$ cat src/rtl/memory_bus_arbiter.sv
// memory_bus_arbiter: shares one single-outstanding memory port among
// NUM_MASTERS requesters using fixed-priority or round-robin arbitration,
// with an optional response timeout that completes the stalled transaction
// with an error.
//
// Ports:
//   clk, rst_n              clock, asynchronous active-low reset
//   m_read_request          per-master read request (level)
//   m_write_request         per-master write request (level, wins over read)
//   m_addr, m_write_data    packed per-master address / write data
//   m_response, m_error     one-cycle completion pulse and its error qualifier
//   m_read_data             shared read data, valid with m_response
//   memory_*                single memory port (request levels, addr, data,
//                           response, read data)
//   grant_valid, grant_id   current owner of the memory port
module memory_bus_arbiter #(
    parameter int unsigned NUM_MASTERS    = 2,
    parameter int unsigned DATA_WIDTH     = 32,
    parameter int unsigned ADDR_WIDTH     = 32,
    parameter int unsigned ARB_MODE       = 0,
    parameter int unsigned TIMEOUT_CYCLES = 0,
    localparam int unsigned GW = ($clog2(NUM_MASTERS) > 1) ? $clog2(NUM_MASTERS) : 1
) (
    input  logic                             clk,
    input  logic                             rst_n,
    input  logic [NUM_MASTERS-1:0]           m_read_request,
    input  logic [NUM_MASTERS-1:0]           m_write_request,
    input  logic [NUM_MASTERS*ADDR_WIDTH-1:0] m_addr,
    input  logic [NUM_MASTERS*DATA_WIDTH-1:0] m_write_data,
    output logic [NUM_MASTERS-1:0]           m_response,
    output logic [NUM_MASTERS-1:0]           m_error,
    output logic [DATA_WIDTH-1:0]            m_read_data,
    output logic                             memory_read_request,
    output logic                             memory_write_request,
    output logic [ADDR_WIDTH-1:0]            memory_addr,
    output logic [DATA_WIDTH-1:0]            memory_write_data,
    input  logic                             memory_response,
    input  logic [DATA_WIDTH-1:0]            memory_read_data,
    output logic                             grant_valid,
    output logic [GW-1:0]                    grant_id
);

    localparam int unsigned CW = (TIMEOUT_CYCLES > 0) ? $clog2(TIMEOUT_CYCLES + 1) : 1;

    typedef enum logic [1:0] {
        IDLE = 2'd0,
        BUSY = 2'd1,
        RESP = 2'd2
    } state_t;

    state_t                  state_q, state_d;
    logic [GW-1:0]           gid_q, gid_d;
    logic [GW-1:0]           last_q, last_d;
    logic [ADDR_WIDTH-1:0]   addr_q, addr_d;
    logic [DATA_WIDTH-1:0]   wdata_q, wdata_d;
    logic [DATA_WIDTH-1:0]   rdata_q, rdata_d;
    logic [CW-1:0]           cnt_q, cnt_d;
    logic                    mem_rd_q, mem_rd_d;
    logic                    mem_wr_q, mem_wr_d;
    logic [NUM_MASTERS-1:0]  resp_q, resp_d;
    logic [NUM_MASTERS-1:0]  error_q, error_d;
    logic                    gv_q, gv_d;

    logic [NUM_MASTERS-1:0]  req_c;
    int                      win_c;

    assign req_c = m_read_request | m_write_request;

    // Winner selection. Loops run from lowest to highest priority so the
    // last hit is the winner.
    always_comb begin
        int idx;
        win_c = 0;
        idx   = 0;
        if (ARB_MODE == 0) begin
            for (int i = int'(NUM_MASTERS) - 1; i >= 0; i--) begin
                if (req_c[i]) win_c = i;
            end
        end else begin
            for (int off = int'(NUM_MASTERS); off >= 1; off--) begin
                idx = int'(last_q) + off;
                if (idx >= int'(NUM_MASTERS)) idx = idx - int'(NUM_MASTERS);
                if (req_c[idx]) win_c = idx;
            end
        end
    end

    // Next-state and registered-output logic.
    always_comb begin
        state_d  = state_q;
        gid_d    = gid_q;
        last_d   = last_q;
        addr_d   = addr_q;
        wdata_d  = wdata_q;
        rdata_d  = rdata_q;
        cnt_d    = cnt_q;
        mem_rd_d = mem_rd_q;
        mem_wr_d = mem_wr_q;
        resp_d   = '0;
        error_d  = '0;

        case (state_q)
            IDLE: begin
                if (|req_c) begin
                    state_d  = BUSY;
                    gid_d    = GW'(win_c);
                    last_d   = GW'(win_c);
                    addr_d   = m_addr[win_c*ADDR_WIDTH +: ADDR_WIDTH];
                    wdata_d  = m_write_data[win_c*DATA_WIDTH +: DATA_WIDTH];
                    cnt_d    = '0;
                    mem_wr_d = m_write_request[win_c];
                    mem_rd_d = ~m_write_request[win_c];
                end
            end
            BUSY: begin
                cnt_d = cnt_q + CW'(1);
                if (memory_response) begin
                    state_d         = RESP;
                    rdata_d         = mem_wr_q ? '0 : memory_read_data;
                    mem_rd_d        = 1'b0;
                    mem_wr_d        = 1'b0;
                    resp_d[gid_q]   = 1'b1;
                end else if ((TIMEOUT_CYCLES != 0) && (cnt_q == CW'(TIMEOUT_CYCLES - 1))) begin
                    // Last allowed BUSY cycle passed with no response.
                    state_d         = RESP;
                    rdata_d         = '0;
                    mem_rd_d        = 1'b0;
                    mem_wr_d        = 1'b0;
                    resp_d[gid_q]   = 1'b1;
                    error_d[gid_q]  = 1'b1;
                end
            end
            RESP: begin
                state_d = IDLE;
            end
            default: begin
                state_d = IDLE;
            end
        endcase

        gv_d = (state_d != IDLE);
    end

    // State and output registers.
    always_ff @(posedge clk or negedge rst_n) begin
        if (!rst_n) begin
            state_q  <= IDLE;
            gid_q    <= '0;
            last_q   <= GW'(NUM_MASTERS - 1);
            addr_q   <= '0;
            wdata_q  <= '0;
            rdata_q  <= '0;
            cnt_q    <= '0;
            mem_rd_q <= 1'b0;
            mem_wr_q <= 1'b0;
            resp_q   <= '0;
            error_q  <= '0;
            gv_q     <= 1'b0;
        end else begin
            state_q  <= state_d;
            gid_q    <= gid_d;
            last_q   <= last_d;
            addr_q   <= addr_d;
            wdata_q  <= wdata_d;
            rdata_q  <= rdata_d;
            cnt_q    <= cnt_d;
            mem_rd_q <= mem_rd_d;
            mem_wr_q <= mem_wr_d;
            resp_q   <= resp_d;
            error_q  <= error_d;
            gv_q     <= gv_d;
        end
    end

    assign m_response           = resp_q;
    assign m_error              = error_q;
    assign m_read_data          = rdata_q;
    assign memory_read_request  = mem_rd_q;
    assign memory_write_request = mem_wr_q;
    assign memory_addr          = addr_q;
    assign memory_write_data    = wdata_q;
    assign grant_valid          = gv_q;
    assign grant_id             = gid_q;

endmodule

$ cat config.mk
export PLATFORM = sky130hd
export DESIGN_NAME = memory_bus_arbiter
export DESIGN_NICKNAME = d
export VERILOG_FILES = /design/src/rtl/memory_bus_arbiter.sv
export SDC_FILE = /design/constraint.sdc
export NUM_CORES = 1
export LEC_CHECK = 0
export CORE_MARGIN = 4
export CORE_UTILIZATION = 34
export CTS_BUF_LIST = sky130_fd_sc_hd__clkbuf_16
export DETAILED_ROUTE_END_ITERATION = 12
export PLACE_DENSITY_LB_ADDON = 0.05
export SLEW_MARGIN = 40
export SYNTH_ARGS = -nofsm -noshare
export SYNTH_HDL_FRONTEND = slang
export SYNTH_SLANG_ARGS = --single-unit
$ cat constraint.sdc
create_clock -name clk -period 1.8 [get_ports clk]
set_clock_uncertainty 0.05 [all_clocks]
set_input_delay 0.36 -clock clk [delete_from_list [all_inputs] [get_ports clk]]
set_output_delay 0.36 -clock clk [all_outputs]
set_load 0.03 [all_outputs]
* Word-level counts from Yosys, hierarchy flattened
Index checks and enable logic that the tools add are counted.
** Storage, ports and cells
- Register bits :: 104
- Input port bits :: 167
- Output and inout bits :: 104
- Logic and storage cells :: 45
** Operators by class
- Order comparisons :: 3
- Eq/ne operators :: 3
- Shifts and indexed selects :: 2
- Muxes and demuxes :: 18
- Bitwise logic cells :: 2
- Reduce and logical (&&, ||, !) cells :: 8
** Operators by type and width (number)
- variable part select 64 x 33 -> 32 bit :: 2
- two-way mux 32 bit :: 2
- < comparator 32 x 3 -> 1 bit, second input constant :: 1
- two-way mux 1 bit :: 8
- two-way mux 2 bit :: 4
- inequality test 2 bit, second input constant :: 2
- one-hot mux 1 bit (2 select lines) :: 2
- one-hot mux 2 bit (2 select lines) :: 1
- AND reduction 2 bit :: 2
- nonzero test 2 bit :: 2
- AND reduction 3 bit :: 1
- equality test 2 x 1 -> 1 bit, second input constant :: 1
- zero test 2 bit :: 1
- < comparator 1 x 2 -> 1 bit, second input constant :: 1
- bitwise OR 2 bit :: 1
- OR reduction 2 bit :: 1
- demux 1 bit (select 1 bit) :: 1
- greater-or-equal comparator 1 bit, second input constant :: 1
- logical AND 1 bit :: 1
- inverter 1 bit :: 1

* Logic depth before layout (Yosys ltp)
Gate-level depths: netlist of run 1.
- Depth in word-level cells :: 9
- Gate-level depth with buffers :: 5

* Worst setup path before layout of run 1
No wires, ideal clock.
- Kind :: register -> register
- Start :: reg state_q[0]
- End :: reg addr_q[0], in the netlist memory_addr[0]
- Setup time :: 0.123 ns
- Arrival time :: 1.593 ns
- Path slack :: 0.034 ns
- Stages on the path, launching flop included :: 6
- Buffers on the path :: 2
- Path through :: dfrtp_1 or4_4 buf_6 buf_6 or3_1 o221a_2
** On the way
- Word-level cells in the longest chain between the ends :: 2
** Ends and longest elaborated chain
- start, declared :: line 51 : state_t state_q, state_d;
- start signal, assigned :: line 160 : state_q <= state_d;
- zero test 2 bit
- AND reduction 2 bit (no source line)
- end signal, assigned :: line 163 : addr_q <= addr_d;
- end, declared :: line 54 : logic [ADDR_WIDTH-1:0] addr_q, addr_d;
Every way passes these cells.
A chain may end at the register's enable or synchronous reset.

* Final worst setup path of run 1
- Start :: in m_read_request[0]
- End :: reg addr_q[3], in the netlist memory_addr[3]
** On the way
- Word-level cells in the longest chain between the ends :: 3
- Elaborated cells on any way between the ends :: 5
- Classes of those cells :: shift: 1; mux: 1; bitwise: 1; reduce/logical: 2
** Ends and longest elaborated chain
- start, declared :: line 26 : input logic [NUM_MASTERS-1:0] m_read_request,
- bitwise OR 2 bit * :: line 67 : assign req_c = m_read_request | m_write_request;
- two-way mux 32 bit / OR reduction 2 bit (equally long branches) :: line 77, 104
- variable part select 64 x 33 -> 32 bit / AND reduction 2 bit (equally long branches)
Mark *: on every way between the ends. The rest lies on a longest branch, timed or not.

==> results of run 1 <==
[timing repair]
action                                 4_1_cts  5_1_grt
setup endpoints to repair                   68       87
setup buffers                                0        1
cloned                                       0        0
endpoints found under the hold margin       26        0
hold buffers                                 1        0
pin swaps                                    1        0
gates resized for setup                     67       32
[how the worst min path moves through the flow]
stage	end	slack, ns	cells past startpoint
2_1_floorplan	grant_id	0.01	0
3_3_place_gp	memory_addr[12]	0.26	1
3_5_place_dp	memory_addr[12]	0.26	1
4_1_cts	m_response[0]	0.41	1
5_1_grt	m_response[0]	0.45	1
6_report	m_response[0]	0.40	1
[power by group through the flow]
stage	Sequential (W)	Combinational (W)	Clock, W
CTS	0.00414	0.00751	0.00180
global placement	0.00415	0.00793	0
detailed placement	0.00417	0.00803	0
finish	0.00411	0.00736	0.00174
global route	0.00427	0.00784	0.00190
floorplan	0.00635	0.00223	0
[kinds of logic (layout without fill, tap and decap cells)]
kind of cell | after synthesis | count (layout) | share of synthesized area [%]
buffers and inverters | 42 | 310 | 4.66
muxes | 2 | 2 | 0.468
AOI/OAI and AO/OA | 102 | 102 | 20.3
other | 1 | 2 | 0.0826
DFF | 104 | 104 | 57.3
and+or+nand+nor | 139 | 139 | 17.2
[per-layer routing]
metal | global-route usage [%] | part of all wire, % | vias up
li1 | - | - | 1964
met1 | 23.0 | 38 | 1947
met2 | 33.3 | 51 | 176
met3 | 7.32 | 9.5 | 17
met4 | 7.06 | 1.7 | 0
met5 | 0 | 0 | -
[Yosys cell counts (all sizes together)]
| master | number | share of area, % |
|---|---|---|
| clkbuf | 29 | 2.4 |
| o221a | 64 | 16 |
| nand2b | 33 | 4.5 |
| o31a | 1 | 0.19 |
| a21o | 1 | 0.17 |
| mux2 | 1 | 0.25 |
| or2 | 1 | 0.14 |
| dfrtp | 104 | 57 |
| or3 | 64 | 8.8 |
| conb | 1 | 0.083 |
| o21ai | 34 | 3.7 |
| o22ai | 1 | 0.14 |
| buf | 10 | 2.0 |
| nand2 | 34 | 2.8 |
| o31ai | 1 | 0.17 |
| nand3b | 1 | 0.17 |
| mux2i | 1 | 0.22 |
| nor2 | 4 | 0.33 |
| and2 | 1 | 0.14 |
| inv | 3 | 0.25 |
| or4 | 1 | 0.25 |
[stage by stage]
stage	cells	setup TNS [ns]	power, W
after floorplan	391	0	0.00858
after global placement	813	-20.38	0.0121
after detailed placement	813	-21.81	0.0122
after CTS	830	0	0.0134
after global routing	831	-0.919	0.0140
final	831	-0.0141	0.0132
[area by class of cell]
class / count / area share [%]
repair buffers: 291 / 38.1
flip-flops and latches: 104 / 33.3
multi-input cells: 245 / 22.4
clock buffers: 9 / 2.88
well taps: 172 / 2.76
clock inverters: 7 / 0.416
inverters: 3 / 0.144
[flip-flops by register name, summed over array words and instances, names as in the netlist]
signal                cells
grant_valid               1
m_response                2
grant_id                  1
memory_write_data        32
m_read_data              32
memory_read_request       1
state_q                   2
memory_addr              32
memory_write_request      1
==> results by group, run 1 <==
Cells and area
  – # fillers: about 1200
  – Net count, final: between 800 and 900
  – Most common cell after layout, fill and taps aside: clkdlybuf4s50_1
  – Register Area: roughly 2600 sq um
  – Most frequent cells in the layout: clkdlybuf4s50_1, dfrtp_1, dlygate4sd2_1, or3_1, o221a_2
  – Ant. Diodes: 0
  – Area occupied by multi-input gates: between 1500 and 2000 sq um
  – Area grow syn2layout: 72.0%
  – Share of cells above drive strength 1: between 15 and 20%
  – Final instance area: 7810 sq um
  – Layout Utilization: between 60% and 70%

Setup path
  – WS Path Type: in2reg
  – Critical path's largest stage delay: 0.54 ns
  – Worst EP required: around 2 ns
  – Reg2reg path depth: 4
  – CP Launch Type: primary input
  – WP data arrival: ~2 ns
  – Crit path to: memory_addr[3]
  – Worst setup path startpoint: m_read_request[0]
  – Crit path buf inv count: 2
  – CP endpoint kind: flop
  – CP max-delay cell: or4_4
  – Worst reg2reg path endpoint: memory_addr[3]
  – Crit path max-delay family: simple AND/OR/NAND/NOR gates
  – Worst-path fanout max: 33
  – R2R Setup Slk: 0.02 ns
  – FF-to-FF Start: state_q[1]
  – Crit path cell chain: clkdlybuf4s50_1, or4_4, buf_12, or3_1, o221a_2
  – Critical path depth: 5

Placed design
  – IO Port Bufs: approximately 270
  – GPL Wtd Cong: 0.764
  – Placed instance area: 7540 sq um
  – Pre-CTS WS: -0.363 ns
  – HPWL after DPL: roughly 11000 um

Global routing
  – GRT Total Usage: about a fifth
  – Vias in the first global route: about 4300
  – Global route overflow: 0
  – Global-route wire length before repair: between 20000 and 25000 um
  – Antenna violations before repair: 0
  – Largest net degree at the start of global routing: a little over 40

Clock tree
  – Num CTS Buffers: 9
  – CTS tree: yes
  – Clock transition at the registers of the reported paths: about 0.06 ns
  – Max Root-Sink Buffers: 2
  – Sink count of the clock tree: between 100 and 150
  – CTS Root Cell: clkbuf_16
  – H-tree depth: 3
  – Clock latency on the worst-skew pair: between 0.3 and 0.4 ns

Min path
  – Worst Hold Launch: grant_id
  – HP Class: reg2reg

Detailed routing
  – Post-route ant nets: 0
  – Detailed Route Iter0 Violations: 202
  – Routed length per instance: ~18 um
  – DR vias: roughly 4000
  – Final WL: around 15000 um
  – Vias/cell: about 4.9
  – DRC errors left: 0
  – Initial DRT Pass Iterations: 4

Power and ir drop
  – Sw Pwr: 0.00566 W
  – P per Cell Area: 1690 nW/um^2
  – Clock share of power: around an eighth
  – Power share of the combinational group: 55.7%
  – Peak VDD IR: between 0.7 and 0.8 mV
  – Internal Power: around 0.0076 W
  – Switching Fraction: between 40 and 50%
  – Leak pwr: 3.51 nW
  – Seq pwr share: between 30% and 40%

Timing
  – Final Hold Slack: between 0.4 and 0.5 ns
  – Setup-failing EPs final: 5
  – Post-route clock period utilization: 100%
  – Minimum clock period: between 1.5 and 2 ns
  – Max-slew violations: 0
  – Final worst slack: -0.00472 ns
  – RSZ-0062 raised after global routing: true
  – Maximum clock rate: between 500 and 600 MHz
  – Final Hold Vio Count: 0

Floorplanning
  – Height of the die: between 100 and 150 um
  – Die area: 15300 sq um
  – I/O pins: roughly 270
  – Die width: ~120 um
  – FP Rows: a little over 40
  – Initial core utilization: 35.4%
  – Core Region: approximately 13000 sq um

Status
  – Status: complete, but fails checks
  – Failing checks: negative setup slack

Synth
  – Post-Syn Area: approximately 4500 sq um
  – Post-Synthesis Cells: 390
  – Number of synthesized register bits: roughly 100
  – Sequential area share after synthesis: 57.3%
  – Mean Syn Cell Area: 11.6 sq um
  – Yosys Warn Count: 0
  – Cell variety after synth: 25

Job
  – MaxCap Viol Count: 0
No activity file was read; power rests on OpenSTA's default activity.
==> run 2: changes to the inputs <==
--- a/config.mk
+++ b/config.mk
@@ -10,7 +10,6 @@
 export CTS_BUF_LIST = sky130_fd_sc_hd__clkbuf_16
 export DETAILED_ROUTE_END_ITERATION = 12
 export PLACE_DENSITY_LB_ADDON = 0.05
-export SLEW_MARGIN = 40
 export SYNTH_ARGS = -nofsm -noshare
 export SYNTH_HDL_FRONTEND = slang
 export SYNTH_SLANG_ARGS = --single-unit
==> results of run 2 <==
Final layout, timing and power as in run 1 (identical DEF).
==> run 3: changes to the inputs <==
--- a/config.mk
+++ b/config.mk
@@ -5,11 +5,12 @@
 export SDC_FILE = /design/constraint.sdc
 export NUM_CORES = 1
 export LEC_CHECK = 0
-export CORE_MARGIN = 4
 export CORE_UTILIZATION = 34
 export CTS_BUF_LIST = sky130_fd_sc_hd__clkbuf_16
 export DETAILED_ROUTE_END_ITERATION = 12
+export HOLD_SLACK_MARGIN = 0.06
 export PLACE_DENSITY_LB_ADDON = 0.05
+export SLEW_MARGIN = 20
 export SYNTH_ARGS = -nofsm -noshare
 export SYNTH_HDL_FRONTEND = slang
 export SYNTH_SLANG_ARGS = --single-unit
==> run 3 against run 2 <==
The run now ends clean. Final area about the same. Combinational power grew 0.7%. Register-to-register slack about the same. Critical endpoint is now memory_write_data[28]. Sequential power about the same. Highest routed layer unchanged. Via count down 1.1%. Sequential share of layout area is essentially flat. Clock power about the same.
==> results by group, run 3 (same netlist as run 1, synthesis figures left out) <==
Detailed routing
  – Post-route ant nets: 0 (unchanged)
  – Detailed Route Iter0 Violations: 226 (was 202)
  – Routed length per instance: 17.5 um (was 18.4 um)
  – DR vias: 4057 (was 4104)
  – Final WL: 14400 um (was 15300 um)
  – Initial DRT Pass Iterations: 4 (unchanged)
  – Vias/cell: 4.91 (was 4.94)
  – DRC errors left: 0 (unchanged)

Floorplanning
  – Height of the die: 118 um (was 124 um)
  – I/O pins: 271 (unchanged)
  – FP Rows: 41 (unchanged)
  – Core Region: 12800 sq um (unchanged)
  – Die area: 13800 sq um (was 15300 sq um)
  – Initial core utilization: 35.4% (unchanged)
  – Die width: 118 um (was 124 um)

Power and ir drop
  – Leak pwr: 3.54 nW (was 3.51 nW)
  – PnR Total Power: 0.0132 W (about the same)
  – Peak VDD IR: 0.779 mV (was 0.723 mV)
  – P per Cell Area: 1690 nW/um^2 (about the same)

Global routing
  – Global-route wire length before repair: 23100 um (was 23000 um)
  – Vias in the first global route: 4456 (was 4348)
  – Antenna violations before repair: 0 (unchanged)
  – Global route overflow: 0 (unchanged)
  – Largest net degree at the start of global routing: 69 (was 41)
  – GRT Total Usage: 21.3% (was 19.7%)

Setup path
  – CP max-delay cell: or4_4 (unchanged)
  – R2R Setup Slk: 0.01 ns (was 0.02 ns)
  – Crit path cell chain: or4_4, buf_12, or3_1, o221a_2 (was clkdlybuf4s50_1, or4_4, buf_12, or3_1, o221a_2)
  – Reg2reg path depth: 4 (unchanged)
  – Crit path buf inv count: 1 (was 2)
  – WP data arrival: 1.97 ns (was 1.98 ns)
  – CP endpoint kind: flop (unchanged)
  – Worst reg2reg path endpoint: memory_write_data[28] (was memory_addr[3])
  – Worst-path fanout max: 46 (was 33)
  – Crit path max-delay family: simple AND/OR/NAND/NOR gates (unchanged)
  – Critical path's largest stage delay: 0.57 ns (was 0.54 ns)
  – CP Launch Type: flop (was primary input)
  – Worst EP required: 1.98 ns (about the same)
  – WS Path Type: reg2reg (was in2reg)
  – FF-to-FF Start: state_q[0] (was state_q[1])

Timing
  – Final Hold Vio Count: 0 (unchanged)
  – Max-slew violations: 0 (unchanged)
  – Maximum clock rate: 560 MHz (was 554 MHz)
  – Final worst slack: 0.0143 ns (was -0.00472 ns)
  – Post-route clock period utilization: 99.2% (was 100%)
  – Setup-failing EPs final: 0 (was 5)
  – RSZ-0062 raised after global routing: true (unchanged)
  – Minimum clock period: 1.79 ns (was 1.80 ns)

Clock tree
  – Max Root-Sink Buffers: 2 (unchanged)
  – CTS Root Cell: clkbuf_16 (unchanged)
  – Clock latency on the worst-skew pair: 0.34 ns (about the same)
  – Sink count of the clock tree: 104 (unchanged)
  – H-tree depth: 3 (unchanged)
  – Num CTS Buffers: 9 (unchanged)
  – CTS tree: yes (unchanged)
  – Clock transition at the registers of the reported paths: 0.07 ns (was 0.06 ns)

Status
  – Status: complete, no violations (was complete, but fails checks)

Cells and area
  – Net count, final: 819 (was 821)
  – Area occupied by multi-input gates: 1750 sq um (unchanged)
  – Most common cell after layout, fill and taps aside: clkdlybuf4s50_1 (unchanged)
  – Ant. Diodes: 0 (unchanged)
  – Most frequent cells in the layout: clkdlybuf4s50_1, dfrtp_1, or3_1, o221a_2, dlygate4sd2_1 (was clkdlybuf4s50_1, dfrtp_1, dlygate4sd2_1, or3_1, o221a_2)
  – Register Area: 2600 sq um (unchanged)
  – Layout Utilization: 61.0% (was 60.9%)
  – Share of cells above drive strength 1: 15.4% (was 15.9%)
  – # fillers: 1108 (was 1153)
  – Area grow syn2layout: 72.2% (was 72.0%)

Min path
  – HP Class: reg2reg (unchanged)
  – WHS Endpoint: m_response[0] (unchanged)
  – WHS Path Cells: 1 (unchanged)
  – Worst Hold Launch: grant_id (unchanged)

Placed design
  – Pre-CTS WS: -0.359 ns (was -0.363 ns)
  – GPL Wtd Cong: 0.773 (was 0.764)
  – HPWL after DPL: 10300 um (was 11300 um)
  – IO Port Bufs: 268 (unchanged)

Job
  – MaxCap Viol Count: 0 (unchanged)
-- run 3: cell count changes in the layout (fill, tap and decap cells not counted), sizes merged --
cell | previous run | this run
clkdlybuf4s50 | 167 | 175
dlygate4sd2 | 67 | 46
clkinvlp | 1 | 0
inv | 6 | 4
buf | 24 | 22
dlymetal6s2s | 32 | 45
-- run 3: layer usage --
layer  part of all wire (%)  vias up  routed length, um  track usage, %
met2                     50      159               7160            36.7
met4                    1.8        0                262            8.09
met3                    8.2       15               1180            7.03
li1                       -     1955                  -               -
met5                      0        -                  0               0
met1                     40     1928               5820            24.3
-- run 3: final cells by class --
class	count	area share (%)
inverter	3	0.144
sequential	104	33.3
multi-input combinational	245	22.4
timing repair buffer	289	38.3
tap	172	2.75
clock inverter	4	0.208
clock buffer	9	2.88
-- run 3: per-stage QoR --
| stage | setup TNS, ns | hold WS (ns) | area [sq um] | cells |
|---|---|---|---|---|
| 3_3_place_gp | -19.87 | 0.328 | 7510 | 812 |
| 5_1_grt | -0.542 | 0.454 | 7820 | 826 |
| 4_1_cts | 0 | 0.427 | 7700 | 826 |
| 3_5_place_dp | -21.47 | 0.328 | 7510 | 812 |
| 6_report | 0 | 0.420 | 7820 | 826 |
| 2_1_floorplan | 0 | 0.0144 | 4540 | 391 |
-- run 3: power by group --
part | internal (W) | switching [W] | leakage (nW) | total (W)
clock | 0.000898 | 0.000811 | 0.123 | 0.00171
sequential | 0.00349 | 0.000626 | 1.22 | 0.00412
combinational | 0.00325 | 0.00416 | 2.20 | 0.00741
total | 0.00764 | 0.00559 | 3.54 | 0.0132
-- run 3: worst max path at each step --
stage	start	to	slack (ns)	cells past startpoint
floorplan	state_q[0]	memory_addr[0]	0.03	5
global placement	m_write_request[0]	memory_write_data[5]	-0.33	5
detailed placement	m_write_request[0]	memory_addr[20]	-0.36	5
CTS	memory_addr[27]	memory_addr[27]	0.0008	1
global route	state_q[0]	memory_write_data[27]	-0.03	4
finish	state_q[0]	memory_write_data[28]	0.01	4
-- run 3: timing repair --
action / CTS / global route
setup endpoints to repair: 46 / 98
setup buffers: 0 / 0
hold buffers: 1 / 0
endpoints found under the hold margin: 104 / 0
gates resized for setup: 46 / 46
